File: src/rtl/filter_pkg.sv
// rtl/filter_pkg.sv - sample format shared by the filter and its output stage
package filter_pkg;

    localparam int DATA_W = 8;

    typedef logic signed [DATA_W-1:0] sample_t;

endpackage

File: src/rtl/sync_fifo.sv
// rtl/sync_fifo.sv - first-word-fall-through synchronous FIFO with occupancy count
module sync_fifo #(
    parameter int WIDTH = 8,
    parameter int DEPTH = 4
) (
    input  logic                     clk,
    input  logic                     rst_n,
    input  logic                     push,
    input  logic [WIDTH-1:0]         wdata,
    input  logic                     pop,
    output logic [WIDTH-1:0]         rdata,
    output logic                     full,
    output logic                     empty,
    output logic [$clog2(DEPTH):0]   level
);

    localparam int AW = $clog2(DEPTH);

    logic [AW:0]       wr_ptr;
    logic [AW:0]       rd_ptr;
    logic [WIDTH-1:0]  mem [DEPTH];
    logic              do_push;
    logic              do_pop;

    // Extra MSB on each pointer distinguishes full from empty when the indices match.
    assign empty = (wr_ptr == rd_ptr);
    assign full  = (wr_ptr[AW] != rd_ptr[AW]) && (wr_ptr[AW-1:0] == rd_ptr[AW-1:0]);
    assign level = wr_ptr - rd_ptr;

    // A pop in the same cycle frees the slot a full-FIFO push needs.
    assign do_pop  = pop & ~empty;
    assign do_push = push & (~full | do_pop);

    assign rdata = empty ? '0 : mem[rd_ptr[AW-1:0]];

    always_ff @(posedge clk or negedge rst_n) begin
        if (!rst_n) begin
            wr_ptr <= '0;
            rd_ptr <= '0;
        end else begin
            if (do_push) wr_ptr <= wr_ptr + 1'b1;
            if (do_pop)  rd_ptr <= rd_ptr + 1'b1;
        end
    end

    always_ff @(posedge clk) begin
        if (do_push) mem[wr_ptr[AW-1:0]] <= wdata;
    end

endmodule

File: src/rtl/filter_out_decimator.sv
// rtl/filter_out_decimator.sv - boxcar decimate-by-R of filter output into a drain FIFO
module filter_out_decimator
    import filter_pkg::*;
#(
    parameter int DATA_W = filter_pkg::DATA_W,
    parameter int LOG2_R = 2,
    parameter int DEPTH  = 4
) (
    input  logic                        clk,
    input  logic                        rst_n,
    input  logic signed [DATA_W-1:0]    y_in,
    input  logic                        y_valid,
    output logic signed [DATA_W-1:0]    dout,
    output logic                        dout_valid,
    input  logic                        dout_ready,
    output logic [$clog2(DEPTH):0]      level,
    output logic                        overflow,
    input  logic                        clr_ovf
);

    localparam int ACC_W = DATA_W + LOG2_R;

    logic signed [ACC_W-1:0]  acc;
    logic signed [ACC_W-1:0]  sum;
    logic [LOG2_R-1:0]        cnt;
    logic [DATA_W-1:0]        result;
    logic [DATA_W-1:0]        head;
    logic                     last;
    logic                     push;
    logic                     pop;
    logic                     full;
    logic                     empty;
    logic                     drop;

    assign sum  = acc + {{LOG2_R{y_in[DATA_W-1]}}, y_in};
    assign last = &cnt;
    assign push = y_valid & last;
    assign pop  = dout_valid & dout_ready;
    assign drop = push & full & ~pop;

    // Dropping the low LOG2_R bits is the floor-toward-minus-infinity divide by R.
    assign result = sum[ACC_W-1:LOG2_R];

    always_ff @(posedge clk or negedge rst_n) begin
        if (!rst_n) begin
            acc      <= '0;
            cnt      <= '0;
            overflow <= 1'b0;
        end else begin
            if (y_valid) begin
                acc <= last ? '0 : sum;
                cnt <= cnt + 1'b1;
            end
            if (drop)         overflow <= 1'b1;
            else if (clr_ovf) overflow <= 1'b0;
        end
    end

    sync_fifo #(
        .WIDTH (DATA_W),
        .DEPTH (DEPTH)
    ) u_fifo (
        .clk   (clk),
        .rst_n (rst_n),
        .push  (push),
        .wdata (result),
        .pop   (pop),
        .rdata (head),
        .full  (full),
        .empty (empty),
        .level (level)
    );

    assign dout       = head;
    assign dout_valid = ~empty;

endmodule

File: config.mk
export PLATFORM = sky130hd
export DESIGN_NAME = filter_out_decimator
export DESIGN_NICKNAME = d
export VERILOG_FILES = /design/src/rtl/filter_pkg.sv /design/src/rtl/sync_fifo.sv /design/src/rtl/filter_out_decimator.sv
export SDC_FILE = /design/constraint.sdc
export NUM_CORES = 1
export LEC_CHECK = 0
export ABC_CLOCK_PERIOD_IN_PS = 2300
export CORE_UTILIZATION = 49
export DETAILED_ROUTE_END_ITERATION = 12
export PLACE_DENSITY = 0.7
export SLEW_MARGIN = 15
export SYNTH_ARGS = -nofsm -noshare
export SYNTH_HDL_FRONTEND = slang
export SYNTH_SLANG_ARGS = --single-unit
File: constraint.sdc
create_clock -name clk -period 2.3 [get_ports clk]
set_input_delay 0.46 -clock clk [delete_from_list [all_inputs] [get_ports clk]]
set_output_delay 0.46 -clock clk [all_outputs]
set_load 0.005 [all_outputs]
Word level (Yosys, flattened, before mapping)
Memory sizes are Yosys's and may differ from the RTL's.
Cells that the tools add are included.
W data, S select, Z words.
Word-level totals
  bits in read-only memories: 0
  logic and storage cells: 33
  register bits: 19
  input bits: 13
  bits in latches: 0
  output and inout bits: 13
  memory bits (writable): 32
  memories: 1
Memories
  u_fifo.mem: depth 4, width 8, rd ports 1, clocked after memory_dff 0, write ports 1, line sync_fifo.sv:21  | logic [WIDTH-1:0] mem [DEPTH];
Cells by class
  equal/unequal tests: 3
  div/mod/pow operators: 0
  reductions and logical operators: 3
  bitwise gates (word level): 10
  shifts and indexed selects: 0
  $add $sub $neg: 5
  magnitude comparators: 0
  muxes and demuxes: 6
  multipliers: 0
Operators with widths (count)
  $add A10 B10 Y10: 1
  $mux W10: 1
  $mux W8: 1
  $add A3 B1 Y3 const B: 2
  $and A1 B1 Y1: 6
  $mux W1: 4
  $eq A3 B3 Y1: 1
  $not A1 Y1: 3
  $sub A3 B3 Y3: 1
  $add A2 B1 Y2 const B: 1
  $eq A2 B2 Y1: 1
  $reduce_and A2 Y1: 1
  $reduce_bool A2 Y1: 1
  $logic_and A1 B1 Y1: 1
  $ne A1 B1 Y1: 1
  $or A1 B1 Y1: 1

Longest topological paths before layout
Gate-level depths: netlist of run 1.
  word-level depth: 8
  depth in mapped cells: 8
  mapped depth without buffers: 8

Hierarchy
From an unflattened synthesis of run 1, not the netlist that was laid out.
Second synthesis, totals
  cell total of the unflattened synthesis: 208
  area, all modules: 2660.1 µm²
By module, submodules not included
  sync_fifo: seq. area each 1111.1 µm², cells each 95, area an instance 1665.3 µm², instances 1
  filter_out_decimator: seq. area each 325.3 µm², cells each 113, area an instance 994.7 µm², instances 1

Worst setup path before layout of run 1
Ideal clock, no wire load.
  path kind: register to register
  start: register u_fifo.rd_ptr[1]
  end: memory u_fifo.mem[3][0], enable pin
  path buffers: 1
  arrival: 1.718 ns
  slack: 0.243 ns
  library setup time: 0.339 ns
  stages on the path, launching flop included: 8
  data required time: 1.961 ns
  clock period less this slack: 2.057 ns
  cells stage by stage: dfrtp_1 clkbuf_1 inv_1 ha_1 nand2_1 nor3_1 nor2_2 and2_1
On the way
  longest elaborated chain between the ends: 8
  elaborated cells on any way between the ends: 11
  classes of those cells: eq/ne: 2; mux: 2; bitwise: 6; reduce/logical: 1
RTL lines
  start, declared: line sync_fifo.sv:20  | logic [AW:0] rd_ptr;
  start signal, assigned: line sync_fifo.sv:42  | if (do_pop) rd_ptr <= rd_ptr + 1'b1;
  $eq A3 B3 Y1: line sync_fifo.sv:26  | assign empty = (wr_ptr == rd_ptr);
  $not A1 Y1: line sync_fifo.sv:31, filter_out_decimator.sv:75
  $and A1 B1 Y1: line filter_out_decimator.sv:38  | assign pop = dout_valid & dout_ready;
  $and A1 B1 Y1: line sync_fifo.sv:31  | assign do_pop = pop & ~empty;
  $or A1 B1 Y1 (*): line sync_fifo.sv:32  | assign do_push = push & (~full | do_pop);
  $and A1 B1 Y1 (*): line sync_fifo.sv:32
  $mux W1 (*): line sync_fifo.sv:47  | if (do_push) mem[wr_ptr[AW-1:0]] <= wdata;
  $mux W1 (not written as such) (*): line sync_fifo.sv:47
  end, declared: line sync_fifo.sv:21
Mark *: on every way between the ends. The rest lies on a longest branch, timed or not.

Final worst setup path of run 1
  start: register u_fifo.rd_ptr[0]
  end: output dout[5]
On the way
  longest elaborated chain between the ends: 2
  elaborated cells on any way between the ends: 3
  classes of those cells: eq/ne: 1; mux: 1; memory: 1
RTL lines
  $mem_v2 Z4 W8 / $eq A3 B3 Y1 (equally long branches)
  $mux W8 (*): line sync_fifo.sv:34  | assign rdata = empty ? '0 : mem[rd_ptr[AW-1:0]];
  end, declared: line filter_out_decimator.sv:13  | output logic signed [DATA_W-1:0] dout,
Marked as above.

==> run metrics, run 1 <==
Fill cells around 390; PortBufs 25; Synth area leader edfxtp_1; final setup vio count 0; Fin Hold WS 0.483 ns; crit end category output pin; Cell Area, Placed about 3100 um^2; register area share after synthesis 0.556; Max Transition Viols Final 0; final setup skew 0.00503 ns; largest net degree at the start of global routing 20; vias in the first global route 1745; share of post-route cells with drive strength above 1 0.311; H-tree Lvls 2; initial antenna violation count 0; n_diodes 0; ys async rst share 0.373; Power Density 1450 nW/um^2; Critical Path, Cell by Cell buf_6 > buf_6 > buf_4 > mux4_2 > and2_4 > dlymetal6s2s_1; worst path required time roughly 1.8 ns; die span in x 74.6 um; synth unique cells 39; total grt overflow 0; io pins 26; top-area cell type share of the netlist area 0.372; leading cell types by count after synthesis edfxtp_1, inv_1, dfrtp_1; RSZ-0062 raised after global routing true; Syn Nets 221; Slew @ Worst Pin roughly 0.52 ns; Design Power 4870 uW; Mapped Cells 189; relative slew slack 0.653; Critical-path top delay cell dfrtp_2; Area Growth Syn to Fin 30.3%; crit path kind register to output pin; final wirelength ~5300 um; post-DP HPWL 3760 um; die area 5570 um^2; CP Data Arrival Time 1.84 ns; Via density 5.27; Final Cell Area 3370 um^2; Mapped Area 2580 um^2; drt initial violations 81; Setup crit start kind register; vias post-DR between 1500 and 2000; FP Rows 26; hold buffer count at cts 0; first-pass GRT wire length ~8000 um; setup ws final 0.000477 ns; CTS Buf Count 5; achievable clock frequency 435 MHz; Worst-Skew Late Latency 0.30 ns; top post-synthesis cells by area edfxtp_1, dfrtp_1, ha_1, mux4_2, inv_1; Die Span Y between 70 and 80 um; Setup WS pre-CTS -0.316 ns; core area 5110 um^2; RePlAce Congestion approximately 0.81; Lkg Pwr 0.00144 uW; final hold vios 0; final net count roughly 290; run status finished clean; Post-synth top flop edfxtp_1; final setup TNS 0 ns; flops & latches, synth between 50 and 60; number of synthesized flops with an enable pin 32; maximum VDD drop 0.000683 V; CP Max Fanout 5; CP top delay family buffers and inverters; total track usage 0.204; routed len/inst 16.5 um; max incr delay on CP 0.46 ns; DRC 0; Clock transition at path regs approximately 0.09 ns; max_cap viols 0; fin crit period 2.30 ns; Tcrit/Tclk final 1.00; Avg Cell Area, Syn around 14 um^2; TritonRoute pass-1 iters 4; Final ANT Viol Nets 0; maximum root-to-sink buffer count 2; worst min path class register to register; Buf/Inv on CP 4; Synth Warn # 0; Most common cell on crit path buf_6; CTS sink count approximately 50; Clock Tree Root clkbuf_8; CTS tree done; count leader, synth edfxtp_1; Initial Util 0.506
-- placed cells by master (no fill, tap or decap), drive strengths merged, types with 2 or more instances in the layout --
| cell type | Yosys | final |
|---|---|---|
| buf | 1 | 37 |
| edfxtp | 32 | 32 |
| inv | 21 | 21 |
| dfrtp | 19 | 19 |
| ha | 17 | 17 |
| clkdlybuf4s50 | 0 | 15 |
| and2 | 13 | 13 |
| mux4 | 8 | 8 |
| o21ai | 8 | 8 |
| clkbuf | 4 | 8 |
| dlymetal6s2s | 0 | 7 |
| xnor2 | 7 | 7 |
| o22ai | 6 | 6 |
| xor2 | 6 | 6 |
| o21a | 5 | 5 |
| nand2 | 4 | 4 |
| nand3b | 4 | 4 |
| nor2 | 4 | 4 |
| a21oi | 3 | 3 |
| nand3 | 3 | 3 |
| a211oi | 2 | 2 |
| and3 | 2 | 2 |
| nand2b | 2 | 2 |
| mux2 | 2 | 2 |
| nor3 | 2 | 2 |
| fa | 2 | 2 |
-- final cells by class --
cell class	instances	area [um^2]	area share
Clock buffer	6	82.6	0.0245
Clock inverter	2	16.3	0.00483
Inverter	21	78.8	0.0234
Multi-Input combinational cell	112	1120	0.332
Sequential cell	51	1440	0.427
Tap cell	70	87.6	0.0260
Timing Repair Buffer	62	547	0.162
-- state kept, by name (all words and copies together), names as in the netlist --
signal,cells
u_fifo.mem,32
acc,10
u_fifo.rd_ptr,3
cnt,2
overflow,1
u_fifo.wr_ptr,3
-- repair_timing --
action | CTS | global route
gates resized for setup | 3 | 28
setup endpoints to repair | 15 | 23
cloned | 0 | 1
setup buffers | 2 | 10
endpoints found under the hold margin | 0 | 0
pin swaps | 0 | 1
-- worst register-to-register path, cell delays in order (launching register included) --
cell and delay, ns:
dfrtp_1 0.40, ha_1 0.32, o211ai_1 0.26, o21ai_2 0.11, buf_4 0.15, o22ai_1 0.16, xor2_1 0.26, inv_1 0.12
-- where the power goes --
part           switching [uW]  internal (uW)
logic                    1260           1550
registers                 142           1380
clock network             293            246
-- layer usage --
metal | GRT usage | vias to the layer above | wire [um]
li1 | - | 818 | -
met3 | 0.0388 | 14 | 182
met2 | 0.379 | 38 | 2850
met5 | 0 | - | 0
met1 | 0.227 | 837 | 2170
met4 | 0.0901 | 0 | 125
-- metrics by stage --
step / util / cells
3_3_place_gp: 0.604 / 303
3_5_place_dp: 0.604 / 303
5_1_grt: 0.660 / 324
6_report: 0.660 / 324
4_1_cts: 0.628 / 313
2_1_floorplan: - / 189
-- worst paths after layout --
| check | cells after the start | to | slack, ns | from |
|---|---|---|---|---|
| min reg2reg | 1 | cnt[0] | 0.48 | cnt[0] |
| max in group asynchronous | 2 | u_fifo.rd_ptr[0] | 1.57 | rst_n |
| max reg2reg | 7 | u_fifo.mem[3][5] | 0.26 | acc[2] |
| min in group asynchronous | 2 | acc[7] | 0.49 | rst_n |
| max | 6 | dout[5] | 0.0005 | u_fifo.rd_ptr[0] |
| min | 1 | cnt[0] | 0.48 | cnt[0] |
-- logic make-up after synthesis --
kind of cell	Yosys count	share of synthesized area
DFF	51	0.556
muxes	10	0.0784
buffers and inverters	26	0.0382
adders and majority gates	19	0.0978
xor gates and xnor gates	13	0.0440
AOI/OAI and AO/OA	34	0.102
and+or+nand+nor	36	0.0837
No activity file was read; power rests on OpenSTA's default activity.
==> inputs of run 2 (changes only) <==
--- a/config.mk
+++ b/config.mk
@@ -9,6 +9,8 @@
 export CORE_UTILIZATION = 49
 export DETAILED_ROUTE_END_ITERATION = 12
 export PLACE_DENSITY = 0.7
+export REMOVE_ABC_BUFFERS = 1
+export SKIP_CTS_REPAIR_TIMING = 1
 export SLEW_MARGIN = 15
 export SYNTH_ARGS = -nofsm -noshare
 export SYNTH_HDL_FRONTEND = slang
==> run metrics, run 2 (synthesized netlist as in run 1, its figures left out) <==
Fill cells 419 (was 388); n_diodes 0 (unchanged); maximum root-to-sink buffer count 2 (unchanged); Area Growth Syn to Fin 24.9% (was 30.3%); DRC 0 (unchanged); Design Power 4580 uW (was 4870 uW); r2r setup slk 0.31 ns (was 0.26 ns); max_cap viols 0 (unchanged); total grt overflow 0 (unchanged); area of the multi-input gates 1060 um^2 (was 1120 um^2); Worst-Skew Late Latency 0.30 ns (about the same); CP Max Fanout 5 (unchanged); fin crit period 2.44 ns (was 2.30 ns); Final Util 0.632 (was 0.660); CTS Buf Count 5 (unchanged); Final ANT Viol Nets 0 (unchanged); PortBufs 25 (unchanged); worst min path class input pin to async pin (was register to register); first-pass GRT wire length 8270 um (was 8070 um); final hold vios 0 (unchanged); share of post-route cells with drive strength above 1 0.228 (was 0.311); H-tree Lvls 2 (unchanged); final wirelength 4840 um (was 5330 um); total track usage 0.203 (was 0.204); drt initial violations 113 (was 81); vias post-DR 1650 (was 1707); final net count 277 (was 285); Clock Tree Root clkbuf_8 (unchanged); area taken by flip-flops and latches 1440 um^2 (about the same); R2R Path Start acc[0] (was acc[2]); TritonRoute pass-1 iters 4 (unchanged); CP Data Arrival Time 1.98 ns (was 1.84 ns); io pins 26 (unchanged); final setup vio count 9 (was 0); routed len/inst 15.3 um (was 16.5 um); core area 5110 um^2 (unchanged); Die Span Y 74.6 um (unchanged); RePlAce Congestion 0.904 (was 0.811); CTS tree done (unchanged); vias in the first global route 1710 (was 1745); Tcrit/Tclk final 1.06 (was 1.00); Setup WS pre-CTS -0.328 ns (was -0.316 ns); CP Launch Point u_fifo.rd_ptr[0] (unchanged); die area 5570 um^2 (unchanged); crit path kind register to output pin (unchanged); cell internal pwr 3010 uW (was 3180 uW); worst reg2reg path depth 8 (was 7); FP Rows 26 (unchanged); final setup skew 0.00814 ns (was 0.00503 ns); RSZ-0062 raised after global routing true (unchanged); commonest non-fill, non-tap cells in the layout edfxtp_1, buf_4, clkdlybuf4s50_1, inv_1, dfrtp_1 (was buf_4, edfxtp_1, inv_1, dfrtp_1, clkdlybuf4s50_1); failing checks negative setup slack; Via density 5.22 (was 5.27); initial antenna violation count 0 (unchanged); share of total power in combinational logic 0.560 (was 0.577); achievable clock frequency 409 MHz (was 435 MHz); Critical Path End dout[1] (was dout[5]); most common cell after layout, fill and taps aside edfxtp_1; Max Transition Viols Final 0 (unchanged); run status finished with violations (was finished clean); crit end category output pin (unchanged); Clock Power Share 0.112 (was 0.111); Setup crit start kind register (unchanged); Reg power frac 0.328 (was 0.313); Slew @ Worst Pin 0.484 ns (was 0.521 ns); Power Density 1420 nW/um^2 (was 1450 nW/um^2); Switching Fraction 0.344 (was 0.348); Initial Util 0.506 (unchanged); Cell Area, Placed 3100 um^2 (was 3080 um^2); Fin Hold WS 0.487 ns (was 0.483 ns); relative slew slack 0.677 (was 0.653); die span in x 74.6 um (unchanged); reg-to-reg endpoint u_fifo.mem[2][4] (was u_fifo.mem[3][5]); switching power of the nets 1570 uW (was 1690 uW); post-DP HPWL 3550 um (was 3760 um); setup ws final -0.142 ns (was 0.000477 ns); CTS sink count 51 (unchanged); Lkg Pwr 0.00133 uW (was 0.00144 uW); max reg flops 32 (unchanged); maximum VDD drop 0.000517 V (was 0.000683 V); Final Cell Area 3230 um^2 (was 3370 um^2); worst path required time 1.84 ns (about the same); Clock transition at path regs 0.09 ns (about the same); largest net degree at the start of global routing 20 (unchanged)
## run 2: metrics by stage
stage | std cells | TNS, ns
floorplan | 184 | 0
global placement | 305 | -3.18
detailed placement | 305 | -4.98
CTS | 313 | -1.49
global route | 316 | -1.96
finish | 316 | -1.07
## run 2: final cells by class
class | count | area share
inverters | 21 | 0.0244
flip-flops and latches | 51 | 0.445
repair buffers | 54 | 0.148
well taps | 70 | 0.0271
multi-input cells | 112 | 0.328
clock inverters | 3 | 0.00620
clock buffers | 5 | 0.0213
## run 2: layer usage
metal  GRT usage  part of all wire  vias to the layer above
met5           0                 0                        -
met4      0.0734             0.012                        0
met3      0.0361             0.025                        7
met2       0.345              0.51                       29
met1       0.263              0.45                      820
li1            -                 -                      794
## run 2: worst min path at each step
stage / end / slack [ns] / depth (start not counted)
5_1_grt: acc[4] / 0.51 / 2
4_1_cts: acc[6] / 0.49 / 2
6_report: acc[4] / 0.49 / 2
2_1_floorplan: acc[0] / 0.16 / 0
3_5_place_dp: cnt[0] / 0.48 / 1
3_3_place_gp: cnt[0] / 0.46 / 1
## run 2: power by group through the flow
| stage | Clock [uW] | Sequential (uW) | Combinational (uW) |
|---|---|---|---|
| after floorplan | 0 | 1540 | 1350 |
| after global placement | 0 | 1510 | 2390 |
| after detailed placement | 0 | 1530 | 2490 |
| after CTS | 519 | 1510 | 2500 |
| after global routing | 565 | 1530 | 2860 |
| final | 514 | 1500 | 2570 |
## run 2: worst max-delay path, cell delays in order (launching register included)
cell,delay [ns]
dfrtp_1,0.39
buf_4,0.18
mux4_2,0.50
and2_1,0.17
clkdlybuf4s50_1,0.44
